<file path="src/rtl/dmem_bus_bridge_pkg.sv">
// Shared definitions for the data-memory bus bridge: funct3 size codes, FSM
// states, and the decode helpers that check legality and build strobes and lane data.
package dmem_bus_bridge_pkg;

  localparam int WORD_LEN  = 32;
  localparam int ADDR_SIZE = 32;

  localparam logic [2:0] SZ_B  = 3'b000;
  localparam logic [2:0] SZ_H  = 3'b001;
  localparam logic [2:0] SZ_W  = 3'b010;
  localparam logic [2:0] SZ_BU = 3'b100;
  localparam logic [2:0] SZ_HU = 3'b101;

  typedef enum logic [1:0] {
    ST_IDLE = 2'd0,
    ST_REQ  = 2'd1,
    ST_RESP = 2'd2,
    ST_DONE = 2'd3
  } state_e;

  // Stores only have B/H/W encodings; unsigned variants are load-only.
  function automatic logic access_ok(input logic [2:0] size, input logic [1:0] off,
                                     input logic is_store);
    logic ok;
    case (size)
      SZ_B:    ok = 1'b1;
      SZ_BU:   ok = !is_store;
      SZ_H:    ok = !off[0];
      SZ_HU:   ok = !is_store && !off[0];
      SZ_W:    ok = (off == 2'b00);
      default: ok = 1'b0;
    endcase
    return ok;
  endfunction

  function automatic logic [3:0] strobe_for(input logic [2:0] size, input logic [1:0] off);
    logic [3:0] strb;
    case (size)
      SZ_B:    strb = 4'b0001 << off;
      SZ_H:    strb = off[1] ? 4'b1100 : 4'b0011;
      SZ_W:    strb = 4'b1111;
      default: strb = 4'b0000;
    endcase
    return strb;
  endfunction

  function automatic logic [WORD_LEN-1:0] lane_data(input logic [2:0] size,
                                                    input logic [WORD_LEN-1:0] wd);
    logic [WORD_LEN-1:0] d;
    case (size)
      SZ_B:    d = {4{wd[7:0]}};
      SZ_H:    d = {2{wd[15:0]}};
      default: d = wd;
    endcase
    return d;
  endfunction

endpackage

</file>
<file path="src/rtl/dmem_bus_bridge_if.sv">
// Valid/ready memory bus between the bridge (master) and the memory (slave).
interface dmem_bus_bridge_if #(
  parameter int ADDR_WIDTH = 32
);
  logic                  bus_valid;
  logic                  bus_ready;
  logic                  bus_we;
  logic [ADDR_WIDTH-1:0] bus_addr;
  logic [3:0]            bus_wstrb;
  logic [31:0]           bus_wdata;
  logic                  bus_rvalid;
  logic [31:0]           bus_rdata;

  modport master (
    output bus_valid, bus_we, bus_addr, bus_wstrb, bus_wdata,
    input  bus_ready, bus_rvalid, bus_rdata
  );

  modport slave (
    input  bus_valid, bus_we, bus_addr, bus_wstrb, bus_wdata,
    output bus_ready, bus_rvalid, bus_rdata
  );
endinterface

</file>
<file path="src/rtl/dmem_load_align.sv">
// Load alignment: selects the addressed byte/halfword lane of a bus word and
// sign- or zero-extends it according to the funct3 size code.
module dmem_load_align
  import dmem_bus_bridge_pkg::*;
(
  input  logic [WORD_LEN-1:0] word_i,
  input  logic [1:0]          off_i,
  input  logic [2:0]          size_i,
  output logic [WORD_LEN-1:0] data_o
);
  logic [7:0]  byte_sel;
  logic [15:0] half_sel;

  // NOTE: every always_comb output is assigned on every path (case default), so no latch is inferred.
  always_comb begin
    byte_sel = word_i[{off_i, 3'b000} +: 8];
    half_sel = off_i[1] ? word_i[31:16] : word_i[15:0];
    case (size_i)
      SZ_B:    data_o = {{24{byte_sel[7]}}, byte_sel};
      SZ_BU:   data_o = {24'h0, byte_sel};
      SZ_H:    data_o = {{16{half_sel[15]}}, half_sel};
      SZ_HU:   data_o = {16'h0, half_sel};
      SZ_W:    data_o = word_i;
      default: data_o = '0;
    endcase
  end
endmodule

</file>
<file path="src/rtl/dmem_bus_bridge.sv">
// Bridges the MEM-stage data port onto a valid/ready bus with wait states,
// stalling the pipeline until each access completes, faults, or times out.
module dmem_bus_bridge
  import dmem_bus_bridge_pkg::*;
#(
  parameter int ADDR_WIDTH     = ADDR_SIZE,
  parameter int TIMEOUT_CYCLES = 255
) (
  input  logic                  clk,
  input  logic                  rst,
  input  logic                  readEnable,
  input  logic                  writeEnable,
  input  logic [ADDR_WIDTH-1:0] addr,
  input  logic [2:0]            unitSize,
  input  logic [WORD_LEN-1:0]   writeData,
  output logic [WORD_LEN-1:0]   readData,
  output logic                  stall,
  output logic                  fault,
  dmem_bus_bridge_if.master     bus
);
  localparam logic [7:0] CNT_LAST = 8'(TIMEOUT_CYCLES - 1);

  state_e                state_q;
  logic [ADDR_WIDTH-1:0] addr_q;
  logic                  we_q;
  logic [3:0]            wstrb_q;
  logic [WORD_LEN-1:0]   wdata_q;
  logic [2:0]            size_q;
  logic [1:0]            off_q;
  logic [7:0]            cnt_q;
  logic [WORD_LEN-1:0]   read_data_q;
  logic                  fault_q;
  logic [WORD_LEN-1:0]   load_result;
  logic                  access;

  assign access = readEnable | writeEnable;

  dmem_load_align u_align (
    .word_i (bus.bus_rdata),
    .off_i  (off_q),
    .size_i (size_q),
    .data_o (load_result)
  );

  // NOTE: sequential state uses non-blocking <= so every register sees pre-edge values.
  always_ff @(posedge clk) begin
    if (rst) begin
      state_q     <= ST_IDLE;
      addr_q      <= '0;
      we_q        <= 1'b0;
      wstrb_q     <= '0;
      wdata_q     <= '0;
      size_q      <= '0;
      off_q       <= '0;
      cnt_q       <= '0;
      read_data_q <= '0;
      fault_q     <= 1'b0;
    end else begin
      // readData and fault are only meaningful in DONE; clear them everywhere else.
      read_data_q <= '0;
      fault_q     <= 1'b0;
      case (state_q)
        ST_IDLE: begin
          if (access) begin
            if (!access_ok(unitSize, addr[1:0], writeEnable)) begin
              fault_q <= 1'b1;
              state_q <= ST_DONE;
            end else begin
              addr_q  <= {addr[ADDR_WIDTH-1:2], 2'b00};
              we_q    <= writeEnable;
              wstrb_q <= writeEnable ? strobe_for(unitSize, addr[1:0]) : 4'b0000;
              wdata_q <= writeEnable ? lane_data(unitSize, writeData) : '0;
              size_q  <= unitSize;
              off_q   <= addr[1:0];
              cnt_q   <= '0;
              state_q <= ST_REQ;
            end
          end
        end
        ST_REQ: begin
          cnt_q <= cnt_q + 8'd1;
          if (bus.bus_ready) begin
            state_q <= we_q ? ST_DONE : ST_RESP;
          end else if (cnt_q == CNT_LAST) begin
            fault_q <= 1'b1;
            state_q <= ST_DONE;
          end
        end
        ST_RESP: begin
          cnt_q <= cnt_q + 8'd1;
          if (bus.bus_rvalid) begin
            read_data_q <= load_result;
            state_q     <= ST_DONE;
          end else if (cnt_q == CNT_LAST) begin
            fault_q <= 1'b1;
            state_q <= ST_DONE;
          end
        end
        default: state_q <= ST_IDLE;
      endcase
    end
  end

  assign stall = ((state_q == ST_IDLE) && access) || (state_q == ST_REQ) || (state_q == ST_RESP);

  assign readData      = read_data_q;
  assign fault         = fault_q;
  assign bus.bus_valid = (state_q == ST_REQ);
  assign bus.bus_we    = we_q;
  assign bus.bus_addr  = addr_q;
  assign bus.bus_wstrb = wstrb_q;
  assign bus.bus_wdata = wdata_q;
endmodule
</file>
<file path="src/flat_wrapper.sv">
// flat-port wrapper written by rule: the top's interface ports become plain ports
module dmem_bus_bridge_flat import dmem_bus_bridge_pkg::*;
#(
  parameter int ADDR_WIDTH     = ADDR_SIZE,
  parameter int TIMEOUT_CYCLES = 255
)
  (clk, rst, readEnable, writeEnable, addr, unitSize, writeData, readData, stall, fault, bus_bus_valid, bus_bus_we, bus_bus_addr, bus_bus_wstrb, bus_bus_wdata, bus_bus_ready, bus_bus_rvalid, bus_bus_rdata);
  dmem_bus_bridge_if #(.ADDR_WIDTH(ADDR_WIDTH)) bus_i ();
  input  logic clk;
  input  logic rst;
  input  logic readEnable;
  input  logic writeEnable;
  input  logic [ADDR_WIDTH-1:0] addr;
  input  logic [2:0] unitSize;
  input  logic [WORD_LEN-1:0] writeData;
  output logic [WORD_LEN-1:0] readData;
  output logic stall;
  output logic fault;
  output wire logic [$bits(bus_i.bus_valid)-1:0] bus_bus_valid;
  output wire logic [$bits(bus_i.bus_we)-1:0] bus_bus_we;
  output wire logic [$bits(bus_i.bus_addr)-1:0] bus_bus_addr;
  output wire logic [$bits(bus_i.bus_wstrb)-1:0] bus_bus_wstrb;
  output wire logic [$bits(bus_i.bus_wdata)-1:0] bus_bus_wdata;
  input wire logic [$bits(bus_i.bus_ready)-1:0] bus_bus_ready;
  input wire logic [$bits(bus_i.bus_rvalid)-1:0] bus_bus_rvalid;
  input wire logic [$bits(bus_i.bus_rdata)-1:0] bus_bus_rdata;
  assign bus_bus_valid = bus_i.bus_valid;
  assign bus_bus_we = bus_i.bus_we;
  assign bus_bus_addr = bus_i.bus_addr;
  assign bus_bus_wstrb = bus_i.bus_wstrb;
  assign bus_bus_wdata = bus_i.bus_wdata;
  assign bus_i.bus_ready = bus_bus_ready;
  assign bus_i.bus_rvalid = bus_bus_rvalid;
  assign bus_i.bus_rdata = bus_bus_rdata;
  dmem_bus_bridge #(.ADDR_WIDTH(ADDR_WIDTH), .TIMEOUT_CYCLES(TIMEOUT_CYCLES)) u_core (.clk(clk), .rst(rst), .readEnable(readEnable), .writeEnable(writeEnable), .addr(addr), .unitSize(unitSize), .writeData(writeData), .readData(readData), .stall(stall), .fault(fault), .bus(bus_i));
endmodule
</file>
<file path="config.mk">
export PLATFORM = sky130hd
export DESIGN_NAME = dmem_bus_bridge_flat
export DESIGN_NICKNAME = d
export VERILOG_FILES = /design/src/rtl/dmem_bus_bridge_pkg.sv /design/src/rtl/dmem_bus_bridge_if.sv /design/src/rtl/dmem_load_align.sv /design/src/rtl/dmem_bus_bridge.sv /design/src/flat_wrapper.sv
export SDC_FILE = /design/constraint.sdc
export NUM_CORES = 1
export LEC_CHECK = 0
export CAP_MARGIN = 20
export CELL_PAD_IN_SITES_DETAIL_PLACEMENT = 0
export CELL_PAD_IN_SITES_GLOBAL_PLACEMENT = 1
export CORE_MARGIN = 2
export CORE_UTILIZATION = 31
export DETAILED_ROUTE_END_ITERATION = 16
export PLACE_DENSITY = 0.85
export SLEW_MARGIN = 20
export SYNTH_ARGS = -nofsm -noshare
export SYNTH_HDL_FRONTEND = slang
export SYNTH_SLANG_ARGS = --single-unit
</file>
<file path="constraint.sdc">
create_clock -name clk -period 2.02 [get_ports clk]
set_input_delay 0.202 -clock clk [delete_from_list [all_inputs] [get_ports clk]]
set_output_delay 0.202 -clock clk [all_outputs]
set_load 0.02 [all_outputs]
</file>
==> metrics, run 1 <==
Remaining DRCs 0; Initial DRT Pass Iterations 4; RSZ-0062 raised after global routing false; DP HPWL 11.5 mm; FFs w/ async S/R, synth 0%; post-CTS setup buffers 0; IO Pins 209; first-pass GRT wire length 25.5 mm; register area share after synthesis 45.6%; via density per instance 4.88; largest net degree at the start of global routing 51; worst reg-to-reg path cell count 5; initial core utilization 31.8%; die area 0.0173 mm2; top post-synthesis cells by area dfxtp_1, nand2_1, a21oi_1; Synth Area per Inst 8.64 um2; CORE AREA 0.0159 mm2; CP max stage delay 630 ps; share of the synthesized area in the top cell type 45.6%; final number of setup-violating endpoints 0; origin of the worst min-delay path rst; top cells by count, synth dfxtp_1, nand2_1, a21oi_1, a22oi_1, nor2_1; Arr. time, crit path 1690 ps; P&R area growth vs syn 59.4%; Yosys warning count 0; Fillers 1556; minimum clock period 1890 ps; Distinct cells, synth 51; EDFF count, synth 0; WL final 16.0 mm; launch point of the worst reg-to-reg path u_core.state_q[1]; hold path cells 4; Static Leak 0.00288 uW; delay-heaviest family, CP buffers and inverters; cts bufs inserted 17; CTS root buf clkbuf_16; pwr/cell area 1000 mW/mm2; Die X 132 um; TritonCTS clock tree done; Design Area, Final 0.00805 mm2; Final #Nets 911; Placed Area 0.00747 mm2; reg2reg end u_core.cnt_q[3]; kind of critical path flop to output port; setup TNS 0 ps; logic gate share of total power 30.0%; Worst EP required 1820 ps; Clock Power Share 37.3%; fmax 529 MHz; crit path cell chain buf_4 > ha_1 > clkdlybuf4s50_1; number of synthesized register bits 115; Slew Limit Fails 0; wire length per cell 15.6 um; Worst VDD drop 0.597 mV; Worst-Margin Slew 563 ps; internal power 5620 uW; Worst Clk Skew 8.45 ps; Chip Height 132 um; via count 4998; Initial DRC Count 214; FP Rows 46; hold slack 166 ps; Switching Fraction 30.5%; R2R Setup Slk 210 ps; share of the cycle needed by the critical path after routing 93.5%; max-cap viol count 0; critical path startpoint u_core.state_q[0]; cell taking the most area after synthesis dfxtp_1; Final GP Congestion 0.823; # port buffers 206; register share of total power 32.7%; depth of the CTS H-tree 4; clock tree buffer depth 2; gr usage total 18.4%; DRT antenna net count 0; hold crit path type input port to flop; hold endpoint u_core.state_q[1]; Max stage delay cell, worst path clkdlybuf4s50_1; Ant. Diodes 0; Worst slew margin 62.5%; number of global-route vias before repair 4778; CP Launch Type flop; Final Hold Fails 0; clock-pin slew on the worst setup and hold paths 50 ps; CP max FO 4; Netlist Area Pre-Place 0.00505 mm2; power consumption 8090 uW; sw power 2470 uW; status complete, no violations; GRT overflow 0; clock sinks 115; fin util 50.7%; clock latency on the worst-skew pair 410 ps; CP Buf/Inv Count 2; antenna violations before repair 1; fraction of layout cells with a size suffix above 1 13.5%; Setup crit end kind output port; Post-Syn Instances 584; Post-synth top flop dfxtp_1
-- through the flow --
| step | instances | worst slack [ps] |
|---|---|---|
| finish | 1025 | 131 |
| global placement | 997 | -74.7 |
| floorplan | 585 | 237 |
| CTS | 1025 | 96.5 |
| global route | 1025 | 30.7 |
| detailed placement | 997 | -141 |
-- power by group through the flow --
stage	combinational, uW	clock (uW)	sequential (uW)
after CTS	2450	3070	2650
after global placement	2430	0	2690
after detailed placement	2440	0	2690
after global routing	2620	3160	2680
after floorplan	1100	0	2910
final	2430	3010	2650
-- worst register-to-register path, stage by stage, from the launching register on --
cell and delay (ps):
dfxtp_1 400, inv_1 80, ha_2 390, inv_1 160
or4_1 530, a31oi_1 170
-- sequential cells by signal, summed over array words and instances (netlist names) --
register	count
u_core.readData	32
u_core.size_q	3
u_core.bus.bus_we	1
u_core.off_q	2
u_core.bus.bus_wdata	32
u_core.state_q	2
u_core.bus.bus_wstrb	4
u_core.fault	1
u_core.bus.bus_addr	30
u_core.cnt_q	8
-- how the worst max path moves through the flow --
stage	endpoint	cells past startpoint
detailed placement	u_core.cnt_q[5]	5
global placement	u_core.cnt_q[5]	5
floorplan	u_core.cnt_q[3]	6
finish	bus_bus_valid	3
CTS	bus_bus_valid	3
global route	stall	5
-- cell families after synthesis --
kind of cell,synth area share (%)
and+or+nand+nor,17.7
AOI/OAI and AO/OA,22.0
DFF,45.6
buffers and inverters,5.83
muxes,7.34
adders and majority gates,1.49
other,0.0743
-- layout by cell type, fill, tap and decap left out, types with 10 or more instances in the layout --
master and count:
a21oi_1 80, a22oi_1 40, a31oi_1 13, buf_4 35, clkbuf_16 17, clkdlybuf4s50_1 204
dfxtp_1 115, mux2_2 24, mux2i_1 10, nand2_1 115, nand3_1 14, nor2_1 34
-- layer usage --
layer / GRT usage [%] / up-vias / part of all wire [%]
met5: 0 / - / 0
met4: 6.40 / 0 / 1.2
met3: 7.37 / 14 / 8.7
met2: 28.7 / 194 / 45
met1: 23.0 / 2295 / 45
li1: - / 2495 / -
-- final cells by class --
| type | instances | area (um2) | area share, % |
|---|---|---|---|
| clock buffer | 22 | 474 | 5.89 |
| clock inverter | 6 | 105 | 1.31 |
| inverter | 7 | 26.3 | 0.326 |
| multi-input combinational | 414 | 2470 | 30.7 |
| sequential | 115 | 2300 | 28.6 |
| tap | 216 | 270 | 3.36 |
| timing repair buffer | 245 | 2400 | 29.8 |
-- what timing repair did --
| item | 4_1_cts | 5_1_grt |
|---|---|---|
| gates resized for setup | 2 | 0 |
| hold endpoints to repair | 0 | 0 |
| hold buffers | 0 | 0 |
| endpoints found under the setup margin | 1 | 0 |
Power figures use the tool's default switching activity.
==> inputs of run 2 (changes only) <==
Settings changed: CORE_ASPECT_RATIO set to 1.4.
==> run 2 against run 1 <==
Compared with the run above: via count decreased by 0.26%; highest routed layer unchanged; global-route usage decreased by 0.51 points; critical endpoint unchanged; core utilization decreased by 0.25 points; worst setup slack lost 20 ps; die area about the same; sequential share of layout area is 0.093 points lower; sequential cell count stayed put; register-to-register slack gained 40 ps.
==> metrics, run 2 (synthesis results as in run 1) <==
status complete, no violations (unchanged); Final Hold Fails 0 (unchanged); IO Pins 209 (unchanged); Worst Clk Skew 6.75 ps (was 8.45 ps); register share of total power 32.0% (was 32.7%); Static Leak 0.00288 uW (about the same); Post-CTS Hold Buffers 0 (unchanged); clock latency on the worst-skew pair 410 ps (about the same); Clock Power Share 38.7% (was 37.3%); logic gate share of total power 29.3% (was 30.0%); Slew Limit Fails 0 (unchanged); FP Rows 55 (was 46); Placed Cells incl. Taps 980 (was 997); depth of the CTS H-tree 4 (unchanged); minimum clock period 1910 ps (was 1890 ps); DP HPWL 11.5 mm (about the same); P&R area growth vs syn 60.1% (was 59.4%); internal power 5760 uW (was 5620 uW); die area 0.0173 mm2 (about the same); GRT overflow 0 (unchanged); via density per instance 4.93 (was 4.88); largest net degree at the start of global routing 52 (was 51); wire length per cell 15.7 um (was 15.6 um); Final GP Congestion 0.830 (was 0.823); clock tree buffer depth 2 (unchanged); # port buffers 206 (unchanged); Chip Height 155 um (was 132 um); number of global-route vias before repair 4861 (was 4778); Worst VDD drop 0.474 mV (was 0.597 mV); antenna violations before repair 0 (was 1); CP Buf/Inv Count 2 (unchanged); cts bufs inserted 17 (unchanged); gr usage total 17.9% (was 18.4%); Die X 112 um (was 132 um); max-cap viol count 0 (unchanged); Max stage delay cell, worst path clkdlybuf4s50_1 (unchanged); fmax 524 MHz (was 529 MHz); RSZ-0062 raised after global routing false (unchanged); Worst slew margin 62.6% (was 62.5%); Remaining DRCs 0 (unchanged); fraction of layout cells with a size suffix above 1 14.4% (was 13.5%); Arr. time, crit path 1710 ps (was 1690 ps); pwr/cell area 1030 mW/mm2 (was 1000 mW/mm2); final number of setup-violating endpoints 0 (unchanged); delay-heaviest family, CP buffers and inverters (unchanged); TritonCTS clock tree done (unchanged); crit path cell chain inv_1 > ha_1 > clkdlybuf4s50_1 (was buf_4 > ha_1 > clkdlybuf4s50_1); initial core utilization 31.5% (was 31.8%); Ant. Diodes 0 (unchanged); Placed Area 0.00743 mm2 (was 0.00747 mm2); first-pass GRT wire length 24.9 mm (was 25.5 mm); fin util 50.4% (was 50.7%); kind of critical path flop to output port (unchanged); CTS root buf clkbuf_16 (unchanged); Final #Nets 911 (unchanged); Design Area, Final 0.00808 mm2 (was 0.00805 mm2); Worst-Margin Slew 560 ps (was 563 ps); CP Launch Type flop (unchanged); CORE AREA 0.0160 mm2 (was 0.0159 mm2); via count 4985 (was 4998); post-CTS setup buffers 0 (unchanged); Initial DRT Pass Iterations 4 (unchanged); sw power 2550 uW (was 2470 uW); Worst EP required 1820 ps (about the same); clock sinks 115 (unchanged); clock-pin slew on the worst setup and hold paths 60 ps (was 50 ps); Switching Fraction 30.7% (was 30.5%); fin cells 1011 (was 1025); WL final 15.9 mm (was 16.0 mm); most common cell after layout, fill and taps aside clkdlybuf4s50_1 (unchanged); share of the cycle needed by the critical path after routing 94.5% (was 93.5%); power consumption 8310 uW (was 8090 uW); CP max FO 5 (was 4); CP max stage delay 640 ps (was 630 ps); DRT antenna net count 0 (unchanged); Initial DRC Count 363 (was 214); hold crit path type input port to flop (unchanged); most frequent cells in the layout clkdlybuf4s50_1, nand2_1, dfxtp_1, a21oi_1, a22oi_1 (unchanged); Setup crit end kind output port (unchanged)
==> run 2: cell count changes in the layout (fill, tap and decap cells not counted), moves of 2 or more <==
cell / before / now
clkbuf_1: 2 / 0
clkinvlp_4: 0 / 5
dfxtp_2: 0 / 2
dfxtp_1: 115 / 113
clkinv_2: 3 / 1
==> run 2: worst register-to-register path: cells and delay by family, from the launching register on <==
kind            cells  cell delay, ps
flops               1             340
buf+inv             1             120
fa+ha+maj           1             210
simple gates        1             500
compound gates      3             530
==> run 2: repair_timing <==
item	CTS	global route
setup endpoints to repair	1	1
resized for setup	2	4
cloned	0	0
==> run 2: stage by stage <==
stage | hold slack (ps) | setup TNS, ps | setup WS (ps)
final | 320 | 0 | 111
after CTS | 311 | 0 | 33.0
after floorplan | 338 | 0 | 237
after global routing | 330 | 0 | 16.6
after detailed placement | 447 | -3180 | -144
after global placement | 441 | -573 | -73.2
==> run 2: area by class of cell <==
| type | instances | area (um2) |
|---|---|---|
| inverters | 7 | 26.3 |
| repair buffers | 245 | 2390 |
| clock buffers | 19 | 453 |
| multi-input cells | 414 | 2480 |
| flip-flops and latches | 115 | 2300 |
| clock inverters | 12 | 180 |
| well taps | 199 | 249 |
| fillers | 1498 | 7950 |
==> run 2: worst paths after layout <==
path	cells past startpoint	start	endpoint	slack (ps)
max	3	u_core.state_q[1]	bus_bus_valid	110
min	3	rst	u_core.bus.bus_we	320
max reg2reg	6	u_core.state_q[0]	u_core.cnt_q[7]	250
min reg2reg	2	u_core.bus.bus_addr[8]	u_core.bus.bus_addr[8]	450
==> run 2: metal layers <==
metal	global-route usage (%)	part of all wire, %
met5	0	0
met4	7.47	1.8
met3	5.14	6.1
met2	30.9	51
met1	20.6	41
==> run 2: power groups by stage <==
stage               combinational [uW]  clock [uW]  sequential (uW)
global route                      2630        3400             2700
detailed placement                2420           0             2700
finish                            2440        3210             2660
CTS                               2430        3300             2660
floorplan                         1100           0             2910
global placement                  2410           0             2700
